File: src/rtl/alu_share_arbiter_pkg.sv
// Shared ALU op codes and arbiter FSM state type for alu_share_arbiter.
package alu_pkg;

    localparam logic [3:0] OP_ADD  = 4'd0;
    localparam logic [3:0] OP_SUB  = 4'd1;
    localparam logic [3:0] OP_SLL  = 4'd2;
    localparam logic [3:0] OP_SLT  = 4'd3;
    localparam logic [3:0] OP_SLTU = 4'd4;
    localparam logic [3:0] OP_XOR  = 4'd5;
    localparam logic [3:0] OP_SRL  = 4'd6;
    localparam logic [3:0] OP_SRA  = 4'd7;
    localparam logic [3:0] OP_OR   = 4'd8;
    localparam logic [3:0] OP_AND  = 4'd9;
    localparam logic [3:0] OP_NOP  = 4'd15;

    localparam logic [3:0] OP_LAST_LEGAL = 4'd9;

    typedef enum logic {
        IDLE = 1'b0,
        HOLD = 1'b1
    } state_t;

    function automatic logic op_is_illegal(input logic [3:0] op);
        return op > OP_LAST_LEGAL;
    endfunction

endpackage

File: src/rtl/alu_share_arbiter_rr_picker.sv
// Combinational round-robin picker: first asserted request at or above ptr, wrapping.
module rr_picker #(
    parameter int NUM_REQ = 2,
    parameter int PW      = 1
) (
    input  logic [NUM_REQ-1:0] req,
    input  logic [PW-1:0]      ptr,
    input  logic               en,
    output logic [NUM_REQ-1:0] grant,
    output logic [PW-1:0]      idx
);

    always_comb begin
        int unsigned c;
        logic        found;
        grant = '0;
        idx   = '0;
        found = 1'b0;
        for (int unsigned k = 0; k < NUM_REQ; k++) begin
            c = (32'(ptr) + k) % NUM_REQ;
            if (en && !found && req[c]) begin
                found    = 1'b1;
                grant[c] = 1'b1;
                idx      = PW'(c);
            end
        end
    end

endmodule

File: src/rtl/alu_share_arbiter.sv
// Round-robin arbiter sharing one combinational ALU with a single registered response slot.
// Optional macro ALU_ARB_LOCK_EN adds req_lock for back-to-back locked sequences.
module alu_share_arbiter
    import alu_pkg::*;
#(
    parameter int NUM_REQ = 2,
    parameter int XLEN    = 32,
    parameter int IDW     = 3
) (
    input  logic                    clk,
    input  logic                    rst_n,
    input  logic [NUM_REQ-1:0]      req_valid,
`ifdef ALU_ARB_LOCK_EN
    input  logic [NUM_REQ-1:0]      req_lock,
`endif
    output logic [NUM_REQ-1:0]      req_ready,
    input  logic [NUM_REQ*4-1:0]    req_op,
    input  logic [NUM_REQ*XLEN-1:0] req_a,
    input  logic [NUM_REQ*XLEN-1:0] req_b,
    output logic [3:0]              alu_ctrl,
    output logic [XLEN-1:0]         alu_a,
    output logic [XLEN-1:0]         alu_b,
    input  logic [XLEN-1:0]         alu_result,
    output logic                    rsp_valid,
    input  logic                    rsp_ready,
    output logic [IDW-1:0]          rsp_id,
    output logic [XLEN-1:0]         rsp_data,
    output logic                    rsp_illegal
);

    localparam int PW = (NUM_REQ > 1) ? $clog2(NUM_REQ) : 1;

    state_t              state, state_nxt;
    logic [PW-1:0]       ptr;
    logic [PW-1:0]       ptr_adv;
    logic [PW-1:0]       gidx;
    logic [NUM_REQ-1:0]  grant;
    logic [NUM_REQ-1:0]  req_eff;
    logic                slot_free;
    logic                accept;
    logic [3:0]          sel_op;

`ifdef ALU_ARB_LOCK_EN
    logic                lock_active;
    logic [NUM_REQ-1:0]  owner_mask;

    // While locked the pointer parks on the owner, so masking others is enough.
    assign owner_mask = {{(NUM_REQ-1){1'b0}}, 1'b1} << ptr;
    assign req_eff    = lock_active ? (req_valid & owner_mask) : req_valid;
`else
    assign req_eff    = req_valid;
`endif

    assign slot_free = (state == IDLE) || ((state == HOLD) && rsp_ready);

    rr_picker #(
        .NUM_REQ (NUM_REQ),
        .PW      (PW)
    ) u_picker (
        .req   (req_eff),
        .ptr   (ptr),
        .en    (slot_free && rst_n),
        .grant (grant),
        .idx   (gidx)
    );

    assign req_ready = grant;
    assign accept    = |grant;
    assign sel_op    = req_op[32'(gidx)*4 +: 4];
    assign ptr_adv   = (32'(gidx) == NUM_REQ - 1) ? '0 : PW'(gidx + 1'b1);

    always_comb begin
        alu_ctrl = OP_NOP;
        alu_a    = '0;
        alu_b    = '0;
        if (accept) begin
            alu_ctrl = sel_op;
            alu_a    = req_a[32'(gidx)*XLEN +: XLEN];
            alu_b    = req_b[32'(gidx)*XLEN +: XLEN];
        end
    end

    always_comb begin
        state_nxt = state;
        case (state)
            IDLE: if (accept) state_nxt = HOLD;
            HOLD: if (rsp_ready && !accept) state_nxt = IDLE;
            default: state_nxt = IDLE;
        endcase
    end

    always_ff @(posedge clk) begin
        if (!rst_n) begin
            state       <= IDLE;
            ptr         <= '0;
            rsp_data    <= '0;
            rsp_id      <= '0;
            rsp_illegal <= 1'b0;
`ifdef ALU_ARB_LOCK_EN
            lock_active <= 1'b0;
`endif
        end else begin
            state <= state_nxt;
            if (accept) begin
                rsp_data    <= alu_result;
                rsp_id      <= IDW'(gidx);
                rsp_illegal <= op_is_illegal(sel_op);
`ifdef ALU_ARB_LOCK_EN
                lock_active <= req_lock[gidx];
                ptr         <= req_lock[gidx] ? gidx : ptr_adv;
`else
                ptr         <= ptr_adv;
`endif
            end
        end
    end

    assign rsp_valid = (state == HOLD);

endmodule

File: config.mk
export PLATFORM = sky130hd
export DESIGN_NAME = alu_share_arbiter
export DESIGN_NICKNAME = d
export VERILOG_FILES = /design/src/rtl/alu_share_arbiter_pkg.sv /design/src/rtl/alu_share_arbiter_rr_picker.sv /design/src/rtl/alu_share_arbiter.sv
export SDC_FILE = /design/constraint.sdc
export NUM_CORES = 1
export LEC_CHECK = 0
export CAP_MARGIN = 15
export CORE_AREA = 2 2 108 110
export DETAILED_ROUTE_END_ITERATION = 8
export DIE_AREA = 0 0 110 112
export GPL_ROUTABILITY_DRIVEN = 0
export PLACE_DENSITY = 0.6
export SLEW_MARGIN = 20
export SYNTH_ARGS = -nofsm -noshare
export SYNTH_HDL_FRONTEND = slang
export SYNTH_SLANG_ARGS = --single-unit
File: constraint.sdc
create_clock -name clk -period 4.7 [get_ports clk]
set_input_delay 0.705 -clock clk [delete_from_list [all_inputs] [get_ports clk]]
set_output_delay 0.705 -clock clk [all_outputs]
set_load 0.02 [all_outputs]
# Word level (Yosys, flattened, before mapping)
# Index checks and enable logic that the tools add are counted.
dict set report word_totals {
  register_bits 36
  in_bits 173
  output_inout_bits 107
  wordCells 49
}
dict set report op_classes {
  n_addsub 2
  magnitude_cmp 5
  n_shift 3
  mux 20
  bitwise_logic 2
  reduce_logical 12
}
# op count
set ops {}
lappend ops {{64-bit by 7-bit variable part select with 32-bit output} 2}
lappend ops {{32-bit two-way mux} 2}
lappend ops {{1-bit two-way mux} 12}
lappend ops {{1-bit logical AND} 8}
lappend ops {{8-bit by 4-bit variable part select with 4-bit output} 1}
lappend ops {{4-bit greater-than comparator (second input constant)} 1}
lappend ops {{1-bit by 2-bit less-than comparator with 1-bit output (second input constant)} 2}
lappend ops {{2-bit two-way mux} 2}
lappend ops {{4-bit two-way mux} 1}
lappend ops {{1-bit adder (second input constant)} 2}
lappend ops {{1-bit demux with 1-bit select} 2}
lappend ops {{1-bit >= comparator (second input constant)} 2}
lappend ops {{1-bit logical NOT} 2}
lappend ops {{2-bit OR} 1}
lappend ops {{1-bit one-hot mux with 2 select lines} 1}
lappend ops {{2-bit OR reduction} 1}
lappend ops {{1-bit logical OR} 1}
lappend ops {{1-bit NOT} 1}

# Depth between registers and ports, before layout
dict set report depth {
  ltp_word 14
  ltp_mapped 7
  mapped_depth_nobuf 4
}

# Hierarchy
# A second synthesis with hierarchy kept.
dict set report hier_totals {
  cells_unflattened 315
  area_unflattened_um2 2429.8
}
# module instances cells_each area_per_inst_um2 seq_area_each_um2
set by_module_without_submodules {}
lappend by_module_without_submodules {alu_share_arbiter 1 309 2403.6 720.7}
lappend by_module_without_submodules {rr_picker 1 6 26.3 0.0}

# Worst setup path after synthesis
# Ideal clock, no wire load.
dict set report synth_timing {
  path_kind {input-to-output}
  startpoint {input port rst_n}
  endpoint {output port alu_a[25]}
  t_arrival_ns 1.763
  required_ns 3.995
  path_slack_ns 2.232
  path_stages 6
  path_buffers 3
  path_cell_list {buf_6 > inv_2 > a2111oi_4 > buf_4 > buf_6 > a22o_1}
}
dict set report synth_via {
  elab_chain_cells 9
  elab_cells_between_ends 14
  classes_between {shift (1); mux (6); bitwise (1); reduce/logical (6)}
}
# item line_no
set synth_lines {}
lappend synth_lines {{start: declaration} alu_share_arbiter.sv:11} ;# input logic rst_n,
lappend synth_lines {{1-bit logical AND *} alu_share_arbiter.sv:62} ;# .en (slot_free && rst_n),
lappend synth_lines {{1-bit logical AND} alu_share_arbiter_rr_picker.sv:21} ;# if (en && !found && req[c]) begin
lappend synth_lines {{1-bit two-way mux} alu_share_arbiter_rr_picker.sv:21}
lappend synth_lines {{1-bit logical NOT} alu_share_arbiter_rr_picker.sv:21}
lappend synth_lines {{1-bit logical AND (2 in a row)} alu_share_arbiter_rr_picker.sv:21}
lappend synth_lines {{1-bit two-way mux or 2-bit two-way mux (tied branches)} alu_share_arbiter_rr_picker.sv:21}
lappend synth_lines {{64-bit by 7-bit variable part select with 32-bit output or 2-bit OR reduction (tied branches)} {alu_share_arbiter.sv:78, alu_share_arbiter.sv:68}}
lappend synth_lines {{32-bit two-way mux *} alu_share_arbiter.sv:76} ;# if (accept) begin
lappend synth_lines {{end: declaration} alu_share_arbiter.sv:21} ;# output logic [XLEN-1:0] alu_a,
# Mark *: on every way between the ends. The rest lies on a longest branch, timed or not.

# Final worst setup path
dict set report layout_timing {
  startpoint {input port rst_n}
  endpoint {output port alu_b[31]}
}
dict set report layout_via {
  elab_chain_cells 9
  elab_cells_between_ends 14
  classes_between {shift (1); mux (6); bitwise (1); reduce/logical (6)}
}
# item line_no
set layout_lines {}
lappend layout_lines {{1-bit logical AND *} alu_share_arbiter.sv:62}
lappend layout_lines {{1-bit logical AND} alu_share_arbiter_rr_picker.sv:21}
lappend layout_lines {{1-bit two-way mux} alu_share_arbiter_rr_picker.sv:21}
lappend layout_lines {{1-bit logical NOT} alu_share_arbiter_rr_picker.sv:21}
lappend layout_lines {{1-bit logical AND (2 in a row)} alu_share_arbiter_rr_picker.sv:21}
lappend layout_lines {{1-bit two-way mux or 2-bit two-way mux (tied branches)} alu_share_arbiter_rr_picker.sv:21}
lappend layout_lines {{64-bit by 7-bit variable part select with 32-bit output or 2-bit OR reduction (tied branches)} {alu_share_arbiter.sv:79, alu_share_arbiter.sv:68}}
lappend layout_lines {{32-bit two-way mux *} alu_share_arbiter.sv:76}
lappend layout_lines {{end: declaration} alu_share_arbiter.sv:22} ;# output logic [XLEN-1:0] alu_b,
# Marks and branches as above.

==> results <==
==> worst paths after layout <==
path | slack [ns] | from | end | depth (start not counted)
setup / recovery | 0.63 | rst_n | alu_b[31] | 6
setup reg to reg | 2.86 | rsp_valid$_SDFF_PN0_ | rsp_illegal$_SDFFE_PN0N_ | 3
hold / removal | 0.45 | rsp_data[1]$_SDFFE_PN0N_ | rsp_data[1]$_SDFFE_PN0N_ | 2
hold reg to reg | 0.45 | rsp_data[1]$_SDFFE_PN0N_ | rsp_data[1]$_SDFFE_PN0N_ | 2
==> placed cells by master, fill, tap and decap left out <==
| master | count |
|---|---|
| clkdlybuf4s50_1 | 277 |
| nand2_1 | 67 |
| a22o_1 | 64 |
| dfxtp_1 | 36 |
| nand3_1 | 32 |
| clkbuf_16 | 5 |
| buf_4 | 5 |
| inv_1 | 3 |
| mux2i_1 | 3 |
| a31o_2 | 2 |
| conb_1 | 2 |
| clkinv_2 | 2 |
| nor2b_2 | 1 |
| inv_2 | 1 |
| a2111oi_4 | 1 |
| nand2b_1 | 1 |
| o2111a_2 | 1 |
| nor2_1 | 1 |
| nor3_4 | 1 |
| a22oi_1 | 1 |
| o21ai_0 | 1 |
| or3_2 | 1 |
| nor3b_1 | 1 |
| nor3_1 | 1 |
| o211ai_1 | 1 |
| o41ai_2 | 1 |
| a21oi_1 | 1 |
| clkbuf_8 | 1 |
==> cell families (layout without fill, tap and decap cells) <==
kind of cell,after synthesis,count (layout),synth area share
simple gates,106,106,0.224
compound gates,73,73,0.321
flops,36,36,0.352
mux,3,3,0.0147
buf+inv,32,294,0.0867
other cells,1,2,0.00183
==> layer usage <==
layer,global-route usage,vias up
li1,-,1428
met3,0.0498,22
met5,0,-
met1,0.184,1328
met2,0.299,148
met4,0.0599,0
==> registers in the layout, indices dropped and copies added, names as in the netlist <==
register     count
rsp_valid        1
rsp_data        32
ptr              1
rsp_id           1
rsp_illegal      1
==> per-stage QoR <==
step                power [mW]  cell area [um2]  cells
floorplan                0.545             2050    252
global placement         0.834             4890    649
detailed placement       0.838             4890    649
CTS                       1.18             5040    657
global route              1.22             5040    657
finish                    1.17             5040    657
==> critical path, stage by stage <==
cell	delay, ns
clkdlybuf4s50_1	0.69
inv_2	0.13
a2111oi_4	0.28
buf_4	0.60
a22o_1	0.27
clkdlybuf4s50_1	0.64
==> layout make-up <==
type	instances	area (um2)	area share
well taps	143	179	0.0355
multi-input cells	184	1160	0.231
flip-flops and latches	36	721	0.143
clock buffers	6	139	0.0276
repair buffers	282	2810	0.558
inverters	4	15.0	0.00298
clock inverters	2	10.0	0.00199
==> power by group through the flow <==
stage	combinational (mW)	sequential, mW	clock [mW]
after floorplan	0.160	0.385	0
after global placement	0.481	0.353	0
after detailed placement	0.484	0.354	0
after CTS	0.486	0.348	0.346
after global routing	0.512	0.351	0.359
final	0.481	0.348	0.338
==> impl_metrics.ini <==
[outcome]
status = finished, final reports clean

[timing]
tightest_slew_ns = 0.700
maxSlewViolCount = 0
setup_viol = 0
max_freq_ghz = 0.246
whs_ns = 0.452
timing.final.hold_violations = 0
min_period_ns = 4.07
setup_ws_ns = 0.627
skew_ns = 0.00503
rsz0062_at_grt = no
period_share = 0.867
slew_headroom = 0.533
setup_tns_ns = 0

[synthesis]
synthArstFlopShare = 0
synthFlopType = dfxtp_1
synth.most_common_cell = nand2_1
synth.area.top_cells = dfxtp_1 35%, a22o_1 27%, nand2_1 12%, nand3_1 7.8%, buf_2 3.2%
ys_warn_count = 0
synth-seq-cells = 36
postSynthCellCount = 251
syn_area_mm2 = 0.00205
synth_edf_count = 0
yosysTopAreaCellShare = 0.352
yosysTopAreaCell = dfxtp_1
synth.avg_cell_area_um2 = 8.17
synth_seq_area_share = 0.352
synth_common_cells = 67 x nand2_1, 64 x a22o_1, 36 x dfxtp_1
synth.distinct_cells = 28

[setup_path]
worstPathArrival_ns = 3.37
startpoint_type = input pin
cp-end-kind = output pin
crit_fanout = 67
criticalPathCategory = input pin to output pin
worstPathRequired_ns = 3.99

[grt]
grt_use_total = 0.167
grt_pass1_vias = 3022
grt_max_degree = 68
grt_overflow = 0
antenna_found_initial = 0
grt_pass1_wl_mm = 16.0

[drt]
wl_met1_mm = 4.04
vias = 2926
avgRoutedWirePerCell_um = 16.7
top_layer = met4
wl_met3_mm = 1.04
met2RoutedLength_mm = 5.54
drc = 0
dr.pass1.iters = 4
first_iter_violations = 164
avgViaCountPerCell = 4.45
drt.antenna.violating_nets = 0
wl_mm = 11.0

[cells_and_area]
diodes = 0
n_fill_cell = 1117
area_growth_pct = 146
final_core_util = 0.451
drive_above_1_share = 0.0428
fin_nets = 686

[clocking]
clock_path_buffers = 2
cts_resized = 0
postCtsSetupBuffers = 0
cts_tree = done
clk_pin_slew_ns = 0.06
worstSkewPairLatency_ns = 0.28
cts_root_buf = clkbuf_16
cts_buffers = 5
cts.hold.buffers_added = 0
numClockSinks = 36
htree_levels = 2

[placed_design]
place_ws_ns = 0.629
dp_hpwl_mm = 8.88
portBuffers = 277

[power]
p_clk_frac = 0.290
ir_worst_vdd_uv = 229
pwr_density_cell_mw_per_mm2 = 232
p_leak_nw = 2.02
p_sw_uw = 346
p_int_uw = 820
pwr-share-seq = 0.298
p_comb_frac = 0.412
swShare = 0.297

[run]
maxCapViolCount = 0

[worst_hold_path]
hold_path_class = register to register

[die]
die-area_mm2 = 0.0123
start_util = 0.183
die_w_um = 110
fp.dieH_um = 112
io_pins = 280
row_count = 39
design.core.area_mm2 = 0.0112
Note: power is estimated with default switching activity, not from simulation.
